--- src/rtl/pc_sequencer_if.sv ---
// PC sequencer bus: sequencing commands, interrupt inputs and status.
// The master drives commands; the sequencer (slave) returns pc and status.
interface pc_sequencer_if #(
    parameter int ADDR_W = 16,
    parameter int N_IRQ  = 4
);
    logic              increment;
    logic              load;
    logic              call;
    logic              ret;
    logic              reti;
    logic [ADDR_W-1:0] target;
    logic [N_IRQ-1:0]  irq;
    logic              mask_wr;
    logic [N_IRQ-1:0]  mask_data;
    logic              err_clr;
    logic [ADDR_W-1:0] i_addr;
    logic              irq_ack;
    logic [3:0]        irq_id;
    logic              in_isr;
    logic              stack_empty;
    logic              stack_full;
    logic              fault;

    modport master (
        output increment, load, call, ret, reti, target,
        output irq, mask_wr, mask_data, err_clr,
        input  i_addr, irq_ack, irq_id, in_isr,
        input  stack_empty, stack_full, fault
    );

    modport slave (
        input  increment, load, call, ret, reti, target,
        input  irq, mask_wr, mask_data, err_clr,
        output i_addr, irq_ack, irq_id, in_isr,
        output stack_empty, stack_full, fault
    );
endinterface

--- src/rtl/pc_sequencer.sv ---
// Program counter sequencer with return stack, vectored
// non-nesting interrupts and a stack-fault trap state.
module pc_sequencer #(
    parameter int ADDR_W     = 16,
    parameter int DEPTH      = 8,
    parameter int N_IRQ      = 4,
    parameter int RESET_VEC  = 0,
    parameter int VEC_BASE   = 'h0010,
    parameter int VEC_STRIDE = 2,
    parameter int FAULT_VEC  = 'h0008
) (
    input logic           clk,
    input logic           rst_n,
    pc_sequencer_if.slave bus
);
    localparam int AW = $clog2(DEPTH);

    typedef enum logic [1:0] {RUN, VECTOR, FAULT} state_t;

    state_t            state;
    state_t            state_d;
    logic [ADDR_W-1:0] pc;
    logic [ADDR_W-1:0] pc_d;
    logic [AW:0]       sp;
    logic [ADDR_W-1:0] stack [DEPTH];
    logic [N_IRQ-1:0]  mask;
    logic              isr;
    logic [3:0]        id;
    logic [3:0]        id_d;
    logic              push;
    logic              pop;
    logic              clr;
    logic              isr_set;
    logic              isr_clr;
    logic [ADDR_W-1:0] push_val;
    logic              empty;
    logic              full;
    logic [N_IRQ-1:0]  pend;
    logic [3:0]        lo;
    logic [AW-1:0]     top_idx;
    logic [ADDR_W-1:0] top;
    logic [ADDR_W-1:0] vec;

    assign empty   = (sp == '0);
    assign full    = (sp == (AW+1)'(DEPTH));
    assign pend    = bus.irq & mask;
    assign top_idx = sp[AW-1:0] - AW'(1);
    assign top     = stack[top_idx];
    assign vec     = ADDR_W'(VEC_BASE + int'(id) * VEC_STRIDE);

    // Lowest-numbered enabled pending request.
    always_comb begin
        lo = '0;
        for (int i = N_IRQ - 1; i >= 0; i--) begin
            if (pend[i]) lo = 4'(i);
        end
    end

    // State register.
    always_ff @(posedge clk or negedge rst_n) begin
        if (!rst_n) state <= RUN;
        else        state <= state_d;
    end

    // Next state plus the pc/stack actions for this edge.
    always_comb begin
        state_d  = state;
        pc_d     = pc;
        id_d     = id;
        push     = 1'b0;
        pop      = 1'b0;
        clr      = 1'b0;
        isr_set  = 1'b0;
        isr_clr  = 1'b0;
        push_val = pc + ADDR_W'(1);
        unique case (state)
            RUN: begin
                if (!isr && !full && |pend) begin
                    push     = 1'b1;
                    push_val = pc;
                    id_d     = lo;
                    isr_set  = 1'b1;
                    state_d  = VECTOR;
                end else if ((bus.reti || bus.ret) && empty) begin
                    clr     = 1'b1;
                    isr_clr = 1'b1;
                    pc_d    = ADDR_W'(FAULT_VEC);
                    state_d = FAULT;
                end else if (bus.reti || bus.ret) begin
                    pop     = 1'b1;
                    pc_d    = top;
                    isr_clr = bus.reti;
                end else if (bus.call && full) begin
                    clr     = 1'b1;
                    isr_clr = 1'b1;
                    pc_d    = ADDR_W'(FAULT_VEC);
                    state_d = FAULT;
                end else if (bus.call) begin
                    push = 1'b1;
                    pc_d = bus.target;
                end else if (bus.load) begin
                    pc_d = bus.target;
                end else if (bus.increment) begin
                    pc_d = pc + ADDR_W'(1);
                end
            end
            VECTOR: begin
                pc_d    = vec;
                state_d = RUN;
            end
            FAULT: begin
                if (bus.load)           pc_d = bus.target;
                else if (bus.increment) pc_d = pc + ADDR_W'(1);
                if (bus.err_clr) state_d = RUN;
            end
            default: state_d = RUN;
        endcase
    end

    // Datapath: pc, return stack, mask, handler flag, latched id.
    always_ff @(posedge clk or negedge rst_n) begin
        if (!rst_n) begin
            pc   <= ADDR_W'(RESET_VEC);
            sp   <= '0;
            mask <= '0;
            isr  <= 1'b0;
            id   <= '0;
            for (int i = 0; i < DEPTH; i++) stack[i] <= '0;
        end else begin
            pc <= pc_d;
            id <= id_d;
            if (clr) begin
                sp <= '0;
            end else if (push) begin
                stack[sp[AW-1:0]] <= push_val;
                sp <= sp + (AW+1)'(1);
            end else if (pop) begin
                sp <= sp - (AW+1)'(1);
            end
            if (isr_set)      isr <= 1'b1;
            else if (isr_clr) isr <= 1'b0;
            if (bus.mask_wr) mask <= bus.mask_data;
        end
    end

    // Outputs, all derived from registered state.
    always_comb begin
        bus.i_addr      = pc;
        bus.irq_ack     = (state == VECTOR);
        bus.irq_id      = (state == VECTOR) ? id : 4'd0;
        bus.in_isr      = isr;
        bus.stack_empty = empty;
        bus.stack_full  = full;
        bus.fault       = (state == FAULT);
    end
endmodule

--- src/flat_wrapper.sv ---
// flat-port wrapper written by rule: the top's interface ports become plain ports
module pc_sequencer_flat 
#(
    parameter int ADDR_W     = 16,
    parameter int DEPTH      = 8,
    parameter int N_IRQ      = 4,
    parameter int RESET_VEC  = 0,
    parameter int VEC_BASE   = 'h0010,
    parameter int VEC_STRIDE = 2,
    parameter int FAULT_VEC  = 'h0008
)
  (clk, rst_n, bus_increment, bus_load, bus_call, bus_ret, bus_reti, bus_target, bus_irq, bus_mask_wr, bus_mask_data, bus_err_clr, bus_i_addr, bus_irq_ack, bus_irq_id, bus_in_isr, bus_stack_empty, bus_stack_full, bus_fault);
  pc_sequencer_if #(.ADDR_W(ADDR_W), .N_IRQ(N_IRQ)) bus_i ();
  input logic clk;
  input logic rst_n;
  input wire logic [$bits(bus_i.increment)-1:0] bus_increment;
  input wire logic [$bits(bus_i.load)-1:0] bus_load;
  input wire logic [$bits(bus_i.call)-1:0] bus_call;
  input wire logic [$bits(bus_i.ret)-1:0] bus_ret;
  input wire logic [$bits(bus_i.reti)-1:0] bus_reti;
  input wire logic [$bits(bus_i.target)-1:0] bus_target;
  input wire logic [$bits(bus_i.irq)-1:0] bus_irq;
  input wire logic [$bits(bus_i.mask_wr)-1:0] bus_mask_wr;
  input wire logic [$bits(bus_i.mask_data)-1:0] bus_mask_data;
  input wire logic [$bits(bus_i.err_clr)-1:0] bus_err_clr;
  output wire logic [$bits(bus_i.i_addr)-1:0] bus_i_addr;
  output wire logic [$bits(bus_i.irq_ack)-1:0] bus_irq_ack;
  output wire logic [$bits(bus_i.irq_id)-1:0] bus_irq_id;
  output wire logic [$bits(bus_i.in_isr)-1:0] bus_in_isr;
  output wire logic [$bits(bus_i.stack_empty)-1:0] bus_stack_empty;
  output wire logic [$bits(bus_i.stack_full)-1:0] bus_stack_full;
  output wire logic [$bits(bus_i.fault)-1:0] bus_fault;
  assign bus_i.increment = bus_increment;
  assign bus_i.load = bus_load;
  assign bus_i.call = bus_call;
  assign bus_i.ret = bus_ret;
  assign bus_i.reti = bus_reti;
  assign bus_i.target = bus_target;
  assign bus_i.irq = bus_irq;
  assign bus_i.mask_wr = bus_mask_wr;
  assign bus_i.mask_data = bus_mask_data;
  assign bus_i.err_clr = bus_err_clr;
  assign bus_i_addr = bus_i.i_addr;
  assign bus_irq_ack = bus_i.irq_ack;
  assign bus_irq_id = bus_i.irq_id;
  assign bus_in_isr = bus_i.in_isr;
  assign bus_stack_empty = bus_i.stack_empty;
  assign bus_stack_full = bus_i.stack_full;
  assign bus_fault = bus_i.fault;
  pc_sequencer #(.ADDR_W(ADDR_W), .DEPTH(DEPTH), .N_IRQ(N_IRQ), .RESET_VEC(RESET_VEC), .VEC_BASE(VEC_BASE), .VEC_STRIDE(VEC_STRIDE), .FAULT_VEC(FAULT_VEC)) u_core (.clk(clk), .rst_n(rst_n), .bus(bus_i));
endmodule
--- config.mk ---
export PLATFORM = sky130hd
export DESIGN_NAME = pc_sequencer_flat
export DESIGN_NICKNAME = d
export VERILOG_FILES = /design/src/rtl/pc_sequencer_if.sv /design/src/rtl/pc_sequencer.sv /design/src/flat_wrapper.sv
export SDC_FILE = /design/constraint.sdc
export NUM_CORES = 1
export LEC_CHECK = 0
export ABC_AREA = 1
export CAP_MARGIN = 5
export CORE_MARGIN = 3
export CORE_UTILIZATION = 43
export CTS_BUF_LIST = sky130_fd_sc_hd__clkbuf_8 sky130_fd_sc_hd__clkbuf_16
export DETAILED_ROUTE_END_ITERATION = 10
export PLACE_DENSITY = 0.57
export SLEW_MARGIN = 5
export SYNTH_ARGS = -nofsm -noshare
export SYNTH_HDL_FRONTEND = slang
export SYNTH_SLANG_ARGS = --single-unit
--- constraint.sdc ---
create_clock -name clk -period 6.2 [get_ports clk]
set_clock_uncertainty 0.05 [all_clocks]
set_input_delay 0.62 -clock clk [delete_from_list [all_inputs] [get_ports clk]]
set_output_delay 0.62 -clock clk [all_outputs]
set_load 0.01 [all_outputs]
# After elaboration in Yosys (flattened, before gate mapping)
# Index checks and enable logic that the tools add are counted.
op_classes:
  n_addsub: 5
  n_mul: 0
  n_div: 0
  magnitude_cmp: 3
  n_eq_ne: 7
  n_shift: 0
  muxes: 53
  bitwise_logic: 4
  reduce_logical: 18
ops:
  columns: ["operator", "n"]
  rows:
  - ["$mux W16", 12]
  - ["$bwmux W128", 1]
  - ["$bmux W16 S3", 1]
  - ["$demux W16 S3", 1]
  - ["$pmux W16 S3", 1]
  - ["$mux W4", 7]
  - ["$mux W1", 23]
  - ["$add A16 B1 Y16 const B", 1]
  - ["$mux W2", 6]
  - ["$ge A4 B4 Y1 const B", 2]
  - ["$not A3 Y4", 2]
  - ["$add A5 B5 Y6 const A", 1]
  - ["$reduce_and A2 Y1", 3]
  - ["$reduce_bool A3 Y1", 2]
  - ["$logic_and A1 B1 Y1", 5]
  - ["$add A4 B1 Y4 const B", 1]
  - ["$and A4 B4 Y4", 1]
  - ["$eq A4 B4 Y1 const B", 1]
  - ["$logic_not A4 Y1", 1]
  - ["$lt A4 B1 Y1 const B", 1]
  - ["$ne A2 B2 Y1 const B", 2]
  - ["$ne A4 B1 Y1 const B", 1]
  - ["$ne A4 B3 Y1 const B", 1]
  - ["$pmux W2 S2", 1]
  - ["11 further kinds", 12]
word_totals:
  reg_bits: 159
  latch_bits: 0
  ramBits: 0
  rom_bits: 0
  output_inout_bits: 25
  wordCells: 104
  mem_count: 0

# Depth between registers and ports, before layout
# Gate-level depths: netlist of run 1.
logic_depth:
  depth_word: 9
  mapped_depth: 15
  depth_no_buf: 13

# Least setup slack after synthesis of run 1
# No wires, ideal clock.
synth_path:
  path_type: "flip-flop to flip-flop"
  startpoint: "reg u_core.sp[0]"
  endpoint: "reg u_core.sp[3]"
  arrival_ns: 2.368
  required_time_ns: 6.017
  setup_slack_ns: 3.649
  stages_incl_launch_ff: 14
  n_path_buf: 1
  cell_sequence: "dfrtp_1 inv_2 clkbuf_1 ha_1 nand2_2 nor2_4 nor2_2 nand2_4 ha_1 a21oi_1 nand2_1 xor2_1 xnor2_1 o22ai_1"
synth_via:
  elab_chain_len: 9
  elab_cells_between_ends: 26
synth_rtl:
  columns: ["item", "line", "source"]
  rows:
  - ["from (decl)", "pc_sequencer.sv:24", "logic [AW:0] sp;"]
  - ["from (signal assigned)", "pc_sequencer.sv:136", "sp <= sp + (AW+1)'(1);"]
  - ["from (signal assigned)", "pc_sequencer.sv:138", "sp <= sp - (AW+1)'(1);"]
  - ["$eq A4 B4 Y1 *", "pc_sequencer.sv:45", "assign full = (sp == (AW+1)'(DEPTH));"]
  - ["named net bus_stack_full", "flat_wrapper.sv:31", "output wire logic [$bits(bus_i.stack_full)-1:0] bus_stack_full;"]
  - ["$logic_and A1 B1 Y1", "pc_sequencer.sv:93", "end else if (bus.call && full) begin"]
  - ["$mux W1", "pc_sequencer.sv:93", null]
  - ["$mux W1", "pc_sequencer.sv:89", "end else if (bus.reti || bus.ret) begin"]
  - ["$mux W1", "pc_sequencer.sv:84", "end else if ((bus.reti || bus.ret) && empty) begin"]
  - ["$mux W1", "pc_sequencer.sv:78", "if (!isr && !full && |pend) begin"]
  - ["$mux W1", "pc_sequencer.sv:76", "unique case (state)"]
  - ["$mux W4", "pc_sequencer.sv:134", "end else if (push) begin"]
  - ["$mux W4", "pc_sequencer.sv:132", "if (clr) begin"]
# The timed path passes the listed nets; every way through them passes the cells marked *. The select of a mux whose other input is x is not followed.
# A chain may end at the register's enable or synchronous reset.

# Worst setup path after layout of run 1
layout_path:
  startpoint: "reg u_core.sp[0]"
  endpoint: "reg u_core.pc[9] (netlist: u_core.bus.i_addr[9])"
layout_via:
  elab_chain_len: 9
  elab_cells_between_ends: 19
layout_rtl:
  columns: ["item", "line", "source"]
  rows:
  - ["$sub A3 B1 Y3", "pc_sequencer.sv:47", "assign top_idx = sp[AW-1:0] - AW'(1);"]
  - ["$not A3 Y4 (implied by the code)", "pc_sequencer.sv:48", "assign top = stack[top_idx];"]
  - ["$bmux W16 S3", "pc_sequencer.sv:48", null]
  - ["$mux W16 (implied by the code) (2 in series)", "pc_sequencer.sv:48", null]
  - ["$mux W16", "pc_sequencer.sv:89", null]
  - ["$mux W16", "pc_sequencer.sv:84", null]
  - ["$mux W16", "pc_sequencer.sv:78", null]
  - ["$pmux W16 S3", "pc_sequencer.sv:76", null]
  - ["to (signal assigned)", "pc_sequencer.sv:123", "pc <= ADDR_W'(RESET_VEC);"]
  - ["to (signal assigned)", "pc_sequencer.sv:130", "pc <= pc_d;"]
  - ["to (decl)", "pc_sequencer.sv:22", "logic [ADDR_W-1:0] pc;"]
# Parallel ways exist; a longest one is shown, timed or not. The select of a mux whose other input is x is not followed.

==> impl_metrics.json, run 1 <==
{
  "status": "completed",
  "cp.arrival_ns": 4.15,
  "grt_pass1_wl_mm": 43.5,
  "max-vdd-ir-drop_mv": 0.283,
  "synthesis.area_sq_um": 9040,
  "utilization": 0.506,
  "synthTopCellsByArea": "dfrtp_1 (43%), nand2_1 (19%), o21ai_0 (7.4%)",
  "cpPeakStageDelay_ns": 0.66,
  "drt_pass1_iterations": 5,
  "die_h_microns": 151,
  "num_io_pins": 58,
  "p_sw_frac": 0.477,
  "synth-seq-area-share": 0.434,
  "path_depth": 13,
  "grt_pass1_vias": 7729,
  "async_flop_share": 1.00,
  "end_kind": "flop",
  "clkSinkCount": 157,
  "yosysWarnings": 0,
  "max_freq_mhz": 257,
  "port_buffers": 55,
  "fin_setup_tns_ns": 0,
  "die_w_microns": 151,
  "pwr_density_cell_nw_per_um2": 602,
  "synth_edf_count": 0,
  "hpwl_mm": 17.8,
  "drc": 0,
  "cts.clk_slew.worst_paths_ns": 0.07,
  "p_sw_mw": 2.97,
  "rsz0062_at_grt": "no",
  "cpMaxStageDelayCell": "dfrtp_4",
  "grt_max_degree": 110,
  "fin_crit_sh": 0.627,
  "worstPathCellList": "inv_2, ha_2, nand2_2, nor2_4, nor2_4, nand2_2, nor2_4, inv_2, nand2_1, inv_2, o21ai_0, a21oi_1, nor2_1",
  "drt_iter0_markers": 655,
  "criticalPathCategory": "reg2reg",
  "crit_end": "u_core.bus.i_addr[9]$_DFFE_PN0P_",
  "fillers": 2068,
  "rr_startpoint": "u_core.sp[0]$_DFFE_PN0P_",
  "ys_ff_latch": 157,
  "drv_cap": 0,
  "path_delay_family": "buffers and inverters",
  "synthCells": 1250,
  "vias": 8122,
  "r2r_setup_slack_ns": 2.31,
  "hold_viol": 0,
  "yosys.cell_types.count": 40,
  "fp.coreArea_sq_um": 20400,
  "layout.nets": 1312,
  "final_layout_size_suffix_gt1_frac": 0.0717,
  "worst_pin_slew_ns": 1.07,
  "start_util": 0.443,
  "crit_fanout": 44,
  "crit_required_ns": 6.47,
  "internal-power_mw": 3.25,
  "synth_top_area_frac": 0.434,
  "hold_buffers": 0,
  "grt_use_total": 0.249,
  "clk_path_buf_depth": 2,
  "min-delay-path-class": "in2async",
  "post_cts_resized": 0,
  "rows": 52,
  "gp_congestion": 0.881,
  "ys.flop_type": "dfrtp_1",
  "start_kind": "flop",
  "pwr-share-clk": 0.184,
  "grt_overflow_total": 0,
  "h-tree-depth": 4,
  "timing.rr.end": "u_core.bus.i_addr[9]$_DFFE_PN0P_",
  "antenna_found_initial": 0,
  "wl_mm": 27.5,
  "cts_tree": "yes",
  "cp-startpoint": "u_core.sp[0]$_DFFE_PN0P_",
  "cp_num_buf_inv": 3,
  "synth_commonest_cells": "nand2_1 (459), dfrtp_1 (157), o21ai_0 (134)",
  "pwr-share-comb": 0.519,
  "routedWlPerCell_microns": 17.7,
  "antenna_left": 0,
  "p_leak_nw": 5.04,
  "syn_avg_cell_area_sq_um": 7.24,
  "vias_per_cell": 5.23,
  "synth.most_common_cell": "nand2_1",
  "reg2regPathDepth": 13,
  "synth_top_cell_by_area": "dfrtp_1",
  "cts_root_buf": "clkbuf_16",
  "period_needed_ns": 3.89,
  "relSlewSlack": 0.284,
  "setup_viol": 0,
  "seqPwrFrac": 0.298,
  "drv_slew": 0,
  "area_delta_synth_final_pct": 14.2,
  "clk_latency_ns": 0.42,
  "die-area_sq_um": 22800,
  "cts_buffers": 17,
  "post_cts_buffers": 0
}
[registers in the layout, summed over array words and instances, names as in the netlist]
register / flops
u_core.id: 2
u_core.state: 2
u_core.sp: 4
u_core.stack: 128
u_core.mask: 4
u_core.bus.in_isr: 1
u_core.bus.i_addr: 16
[logic make-up after synthesis]
| kind of cell | Yosys count | synth area share |
|---|---|---|
| compound gates | 248 | 0.156 |
| xor+xnor | 13 | 0.0126 |
| fa+ha+maj | 9 | 0.0133 |
| buf+inv | 182 | 0.0847 |
| flops | 157 | 0.434 |
| mux | 6 | 0.00747 |
| other cells | 1 | 0.000415 |
| simple gates | 634 | 0.291 |
[stage by stage]
stage	power, mW	worst slack [ns]	instance area [sq um]	hold WS [ns]	instances
final	6.22	2.31	10300	0.269	1554
after global routing	6.74	1.96	10300	0.369	1553
after floorplan	4.03	3.65	9050	0.274	1251
after detailed placement	5.07	2.19	9690	0.404	1521
after global placement	5.05	2.25	9690	0.399	1521
after CTS	6.24	2.34	10300	0.345	1553
[layout by cell type (no fill, tap or decap), types with 2 or more instances in the layout]
cell	count
nand2_1	459
dfrtp_1	156
o21ai_0	134
inv_1	112
nand3_1	75
nor2_1	69
a21oi_1	69
clkdlybuf4s50_1	54
clkbuf_16	17
xor2_1	11
inv_2	9
nor2_4	9
o21ai_4	8
a31oi_1	7
ha_1	7
buf_4	7
nand4_1	6
o21ai_1	6
or2_2	6
mux2_2	6
o22ai_1	5
o211ai_1	5
clkinv_4	4
bufinv_16	4
nand2_2	3
nor3_4	3
o21bai_1	3
a22oi_1	3
nor2_2	2
o21ai_2	2
o221ai_1	2
xnor2_1	2
conb_1	2
clkbuf_8	2
inv_6	2
[worst min-delay path by stage]
stage	startpoint	endpoint	cells after the start
finish	rst_n	u_core.stack[8]$_DFFE_PN0P_	1
detailed placement	u_core.stack[37]$_DFFE_PN0P_	u_core.stack[37]$_DFFE_PN0P_	2
floorplan	rst_n	u_core.bus.i_addr[0]$_DFFE_PN0P_	0
CTS	rst_n	u_core.stack[40]$_DFFE_PN0P_	1
global placement	u_core.stack[45]$_DFFE_PN0P_	u_core.stack[45]$_DFFE_PN0P_	2
global route	rst_n	u_core.stack[56]$_DFFE_PN0P_	1
[layer usage]
layer / track usage / vias up / wire length [microns] / part of all wire
li1: - / 4034 / - / -
met1: 0.349 / 3846 / 13000 / 0.47
met2: 0.384 / 200 / 12300 / 0.45
met3: 0.0428 / 42 / 1210 / 0.044
met4: 0.0966 / 0 / 919 / 0.033
met5: 0 / - / 0 / 0
[power groups by stage]
stage	combinational [mW]	sequential (mW)	clock (mW)
after CTS	3.23	1.85	1.16
after floorplan	2.28	1.75	0
after detailed placement	3.21	1.86	0
final	3.22	1.85	1.14
after global routing	3.62	1.91	1.21
after global placement	3.19	1.86	0
[cell type report]
cell class / instances / area [sq um] / area share
antenna: 1 / 2.50 / 0.000242
clock buffer: 19 / 453 / 0.0438
clock inverter: 13 / 189 / 0.0183
inverter: 120 / 450 / 0.0436
multi-input combinational: 912 / 4360 / 0.422
sequential: 157 / 3930 / 0.381
tap: 270 / 338 / 0.0327
timing repair buffer: 62 / 604 / 0.0585
[worst reg2reg max path, delay by kind of cell, from the launching register on]
kind                     cells  cell delay (ns)
buffers and inverters        3             1.60
AND/OR/NAND/NOR              7             0.76
flip-flops                   1             0.66
AO/OA/AOI/OAI                2             0.37
adder cells (fa/ha/maj)      1             0.34
No activity file was read; power rests on OpenSTA's default activity.
==> inputs of run 2 (changes only) <==
clock period = 3.6 ns   (was 6.2 ns; I/O delays follow)
==> run 2 against run 1 <==
  * Sequential share of layout area down 0.47 points
  * Register-to-register slack worse by 1.3 ns
  * Sequential power up 71%
  * Critical path type is now reg2out
  * Largest cell class unchanged
  * Largest power group unchanged
==> impl_metrics.json, run 2 (same netlist as run 1, synthesis figures left out) <==
{
  "fin_area_sq_um": 10500,
  "cpMaxStageDelayCell": "dfrtp_4",
  "largest_register_ffs": 128,
  "layout_common_cells": "nand2_1 (459), dfrtp_1 (156), o21ai_0 (134)",
  "area_delta_synth_final_pct": 15.7,
  "vias": 8274,
  "reg2regPathDepth": 12,
  "grt_pass1_vias": 8029,
  "drv_slew": 0,
  "crit_required_ns": 3.19,
  "post_cts_buffers": 0,
  "wl_mm": 28.1,
  "cts_tree": "yes",
  "routedWlPerCell_microns": 17.8,
  "hold_viol": 0,
  "cts.clk_slew.worst_paths_ns": 0.06,
  "gp_congestion": 0.846,
  "rows": 52,
  "vias_per_cell": 5.26,
  "worst_pin_slew_ns": 0.973,
  "final_layout_size_suffix_gt1_frac": 0.0859,
  "grt_max_degree": 89,
  "h-tree-depth": 4,
  "crit_fanout": 24,
  "drv_cap": 0,
  "port_buffers": 55,
  "hold_end": "u_core.stack[42]$_DFFE_PN0P_",
  "mostFrequentLayoutCell": "nand2_1",
  "grt_overflow_total": 0,
  "grt_use_total": 0.256,
  "whs_path_depth": 2,
  "hp-start": "u_core.stack[42]$_DFFE_PN0P_",
  "dpl-instance-area_sq_um": 9860,
  "fp.coreArea_sq_um": 20400,
  "antenna_found_initial": 0,
  "drc": 0,
  "p_leak_nw": 5.12,
  "clk_path_buf_depth": 2,
  "setup_viol": 0,
  "pwr_density_cell_nw_per_um2": 1020,
  "cts_root_buf": "clkbuf_16",
  "fin_crit_sh": 0.721,
  "r2r_setup_slack_ns": 1.01,
  "cp.arrival_ns": 2.19,
  "criticalPathCategory": "reg2out",
  "worstPathCellList": "inv_2, ha_2, nand2_2, nor2_1, clkdlybuf4s50_1",
  "rr_startpoint": "u_core.sp[0]$_DFFE_PN0P_",
  "cp_num_buf_inv": 2,
  "status": "completed",
  "die_w_microns": 151,
  "start_kind": "flop",
  "timing.rr.end": "u_core.stack[52]$_DFFE_PN0P_",
  "min-delay-path-class": "reg2reg",
  "clkSinkCount": 157,
  "start_util": 0.443,
  "diodes": 0,
  "cts_buffers": 17,
  "whs_ns": 0.418,
  "max-vdd-ir-drop_mv": 0.509,
  "path_delay_family": "buffers and inverters",
  "layout.nets": 1334,
  "end_kind": "output pin",
  "rsz0062_at_grt": "no",
  "grt_pass1_wl_mm": 44.7,
  "hpwl_mm": 18.8,
  "die_h_microns": 151,
  "die-area_sq_um": 22800,
  "drt_iter0_markers": 624,
  "fin_setup_tns_ns": 0,
  "clk_latency_ns": 0.43,
  "relSlewSlack": 0.347,
  "max_freq_mhz": 385,
  "drt_pass1_iterations": 5,
  "num_io_pins": 58,
  "period_needed_ns": 2.60,
  "antenna_left": 0,
  "cpPeakStageDelay_ns": 0.60,
  "cp-startpoint": "u_core.sp[0]$_DFFE_PN0P_",
  "largest_register": "u_core.stack",
  "utilization": 0.512
}
-- run 2: changes by cell type in the layout (fill, tap and decap cells not counted), sizes merged --
cell,previous run,this run
bufinv,4,3
clkbuf,19,17
buf,8,29
clkinvlp,1,4
dlygate4sd3,0,1
diode,1,0
clkinv,5,4
-- run 2: routing by layer --
layer  vias to the layer above  global-route usage  share of wire
li1                       4064                   -              -
met1                      3954               0.358           0.47
met2                       222               0.406           0.46
met3                        34              0.0527          0.050
met4                         0              0.0671          0.021
met5                         -                   0              0
-- run 2: power breakdown --
part | total [mW] | internal (mW) | switching [mW] | leakage [nW]
Combinational | 5.69 | 1.88 | 3.80 | 2.88
Sequential | 3.16 | 2.59 | 0.574 | 1.96
Clock | 1.87 | 1.09 | 0.784 | 0.283
-- run 2: what timing repair did --
item / CTS / global route
hold buffers: 1 / 0
endpoints found under the hold margin: 29 / 0
gates resized for setup: 0 / 0
-- run 2: cell type report --
| cell class | instances | area, sq um |
|---|---|---|
| clock inverters | 14 | 169 |
| repair buffers | 84 | 785 |
| multi-input cells | 912 | 4360 |
| flip-flops and latches | 157 | 3930 |
| fillers | 2083 | 9970 |
| inverters | 120 | 450 |
| well taps | 270 | 338 |
| clock buffers | 17 | 425 |
-- run 2: how the worst max path moves through the flow --
stage / slack (ns) / cells past startpoint / to
floorplan: 1.05 / 13 / u_core.sp[3]$_DFFE_PN0P_
global placement: 1.00 / 11 / u_core.stack[0]$_DFFE_PN0P_
detailed placement: 0.96 / 11 / u_core.stack[0]$_DFFE_PN0P_
CTS: 0.98 / 5 / bus_stack_empty
global route: 0.78 / 12 / u_core.stack[61]$_DFFE_PN0P_
finish: 1.00 / 5 / bus_stack_empty
-- run 2: worst register-to-register path: cells and delay by family, from the launching register on --
kind / cells / cell delay, ns
multiplexers: 1 / 0.29
flip-flops: 1 / 0.59
buffers and inverters: 3 / 0.39
AO/OA/AOI/OAI: 1 / 0.11
adder cells (fa/ha/maj): 1 / 0.20
AND/OR/NAND/NOR: 6 / 0.86
-- run 2: metrics by stage --
step / std cells / power, mW / setup WS (ns)
final: 1574 / 10.7 / 1.00
after floorplan: 1251 / 6.93 / 1.05
after CTS: 1574 / 10.7 / 0.976
after global placement: 1542 / 8.77 / 1.00
after global routing: 1574 / 11.6 / 0.782
after detailed placement: 1542 / 8.84 / 0.956
==> inputs of run 3 (changes only) <==
PLACE_DENSITY = 0.59   (was 0.57)
clock period = 2.2 ns   (was 3.6 ns; I/O delays follow)
==> run 3 against run 2 <==
  * Worst setup slack worse by 0.90 ns
  * Global-route usage up 0.42 points
  * Cell count up 4.3%
==> impl_metrics.json, run 3 (same netlist as run 1, synthesis figures left out) <==
{
  "die_h_microns": 151,
  "h-tree-depth": 4,
  "relSlewSlack": 0.642,
  "met1_usage": 0.367,
  "grt_pass1_vias": 8287,
  "cpPeakStageDelay_ns": 0.49,
  "vias_per_cell": 5.18,
  "min-delay-path-class": "in2async",
  "pwr-share-comb": 0.568,
  "period_needed_ns": 2.10,
  "fp.coreArea_sq_um": 20400,
  "crit_fanout": 5,
  "r2r_setup_slack_ns": 0.10,
  "status": "completed",
  "diodes": 0,
  "layout_common_cells": "nand2_1 (459), dfrtp_1 (156), o21ai_0 (134)",
  "globalRoute.busiestLayer": "met2",
  "p_leak_nw": 5.50,
  "gp_congestion": 0.893,
  "largest_register_ffs": 128,
  "criticalPathCategory": "reg2reg",
  "vias": 8495,
  "whs_ns": 0.248,
  "setup_viol": 0,
  "end_kind": "flop",
  "cpMaxStageDelayCell": "dfrtp_4",
  "clkSinkCount": 157,
  "port_buffers": 55,
  "routedWlPerCell_microns": 17.3,
  "grt_use_total": 0.260,
  "cts.clk_slew.worst_paths_ns": 0.07,
  "cp_num_buf_inv": 3,
  "grt_max_degree": 60,
  "met2_usage": 0.402,
  "area_delta_synth_final_pct": 23.3,
  "largest_register": "u_core.stack",
  "mostFrequentLayoutCell": "nand2_1",
  "fin_area_sq_um": 11100,
  "antenna_found_initial": 0,
  "cts_tree": "yes",
  "start_kind": "flop",
  "drv_slew": 0,
  "layout.nets": 1400,
  "p_sw_mw": 8.65,
  "max-vdd-ir-drop_mv": 0.699,
  "fin_setup_tns_ns": 0,
  "grt_pass1_wl_mm": 45.4,
  "cp.arrival_ns": 2.40,
  "cts_buffers": 17,
  "drv_cap": 0,
  "grt_use_met3": 0.0527,
  "die-area_sq_um": 22800,
  "drt_iter0_markers": 759,
  "drc": 0,
  "grt_overflow_total": 0,
  "start_util": 0.443,
  "worstPathCellList": "inv_2, ha_4, nand2_4, nor2_4, nor2_2, nand2_4, buf_4, inv_2, fa_1, xor2_1, o22ai_1",
  "max_freq_mhz": 477,
  "p_sw_frac": 0.467,
  "path_delay_family": "adder cells",
  "drt_pass1_iterations": 5,
  "pwr_density_cell_nw_per_um2": 1660,
  "antenna_left": 0,
  "internal-power_mw": 9.88,
  "fillers": 1984,
  "cts_root_buf": "clkbuf_16",
  "die_w_microns": 151,
  "hold_viol": 0,
  "seqPwrFrac": 0.270,
  "clk_path_buf_depth": 2,
  "final_layout_size_suffix_gt1_frac": 0.136,
  "power.total_mw": 18.5,
  "num_io_pins": 58,
  "clk_latency_ns": 0.43,
  "utilization": 0.546,
  "rows": 52,
  "worst_pin_slew_ns": 0.537,
  "rsz0062_at_grt": "no",
  "dpl-instance-area_sq_um": 10500,
  "fin_crit_sh": 0.953,
  "hpwl_mm": 19.8,
  "pwr-share-clk": 0.162,
  "wl_mm": 28.4,
  "crit_required_ns": 2.50
}
[run 3: final timing paths]
kind / startpoint / to / depth (start not counted)
worst min-delay path: rst_n / u_core.stack[56]$_DFFE_PN0P_ / 2
worst max-delay path: u_core.sp[0]$_DFFE_PN0P_ / u_core.sp[2]$_DFFE_PN0P_ / 11
worst min register to register: u_core.stack[42]$_DFFE_PN0P_ / u_core.stack[42]$_DFFE_PN0P_ / 2
worst max register to register: u_core.sp[0]$_DFFE_PN0P_ / u_core.sp[2]$_DFFE_PN0P_ / 11
max in group asynchronous: rst_n / u_core.stack[39]$_DFFE_PN0P_ / 3
min in group clk: bus_mask_data[3] / u_core.mask[3]$_DFFE_PN0P_ / 2
[run 3: what timing repair did]
item | CTS | global route
hold buffers | 1 | 0
gates cloned | 0 | 0
resized for setup | 2 | 7
pin swaps | 0 | 2
endpoints found under the setup margin | 2 | 17
hold endpoints to repair | 47 | 0
setup buffers | 0 | 2
[run 3: stage by stage]
stage	instances	worst slack, ns
3_3_place_gp	1606	-0.00156
6_report	1641	0.104
2_1_floorplan	1251	-0.0227
4_1_cts	1639	0.0256
3_5_place_dp	1606	-0.00708
5_1_grt	1641	0.0000822
[run 3: area by class of cell]
| type | instances | area (sq um) | share of cell area |
|---|---|---|---|
| inverter | 120 | 457 | 0.0410 |
| multi-input combinational | 912 | 4400 | 0.395 |
| clock buffer | 17 | 425 | 0.0382 |
| sequential | 157 | 3930 | 0.353 |
| timing repair buffer | 150 | 1430 | 0.128 |
| clock inverter | 15 | 164 | 0.0147 |
| tap | 270 | 338 | 0.0303 |
[run 3: per-layer routing]
layer,vias to the layer above,wire (microns),share of wire
met3,45,1700,0.060
met1,3985,13200,0.46
li1,4213,-,-
met2,252,12800,0.45
met5,-,0,0
met4,0,705,0.025
[run 3: power by group through the flow]
stage / logic [mW] / clock network, mW / registers (mW)
6_report: 10.5 / 2.99 / 5.01
5_1_grt: 11.7 / 3.18 / 5.14
4_1_cts: 10.5 / 3.04 / 4.99
3_5_place_dp: 10.5 / 0 / 5.02
3_3_place_gp: 10.3 / 0 / 4.99
2_1_floorplan: 6.52 / 0 / 4.92
[run 3: worst register-to-register path: cells and delay by family (launching register included)]
kind	cells	cell delay, ns
fa+ha+maj	2	0.57
flops	1	0.49
simple gates	4	0.36
buf+inv	3	0.24
xor+xnor	1	0.17
compound gates	1	0.14
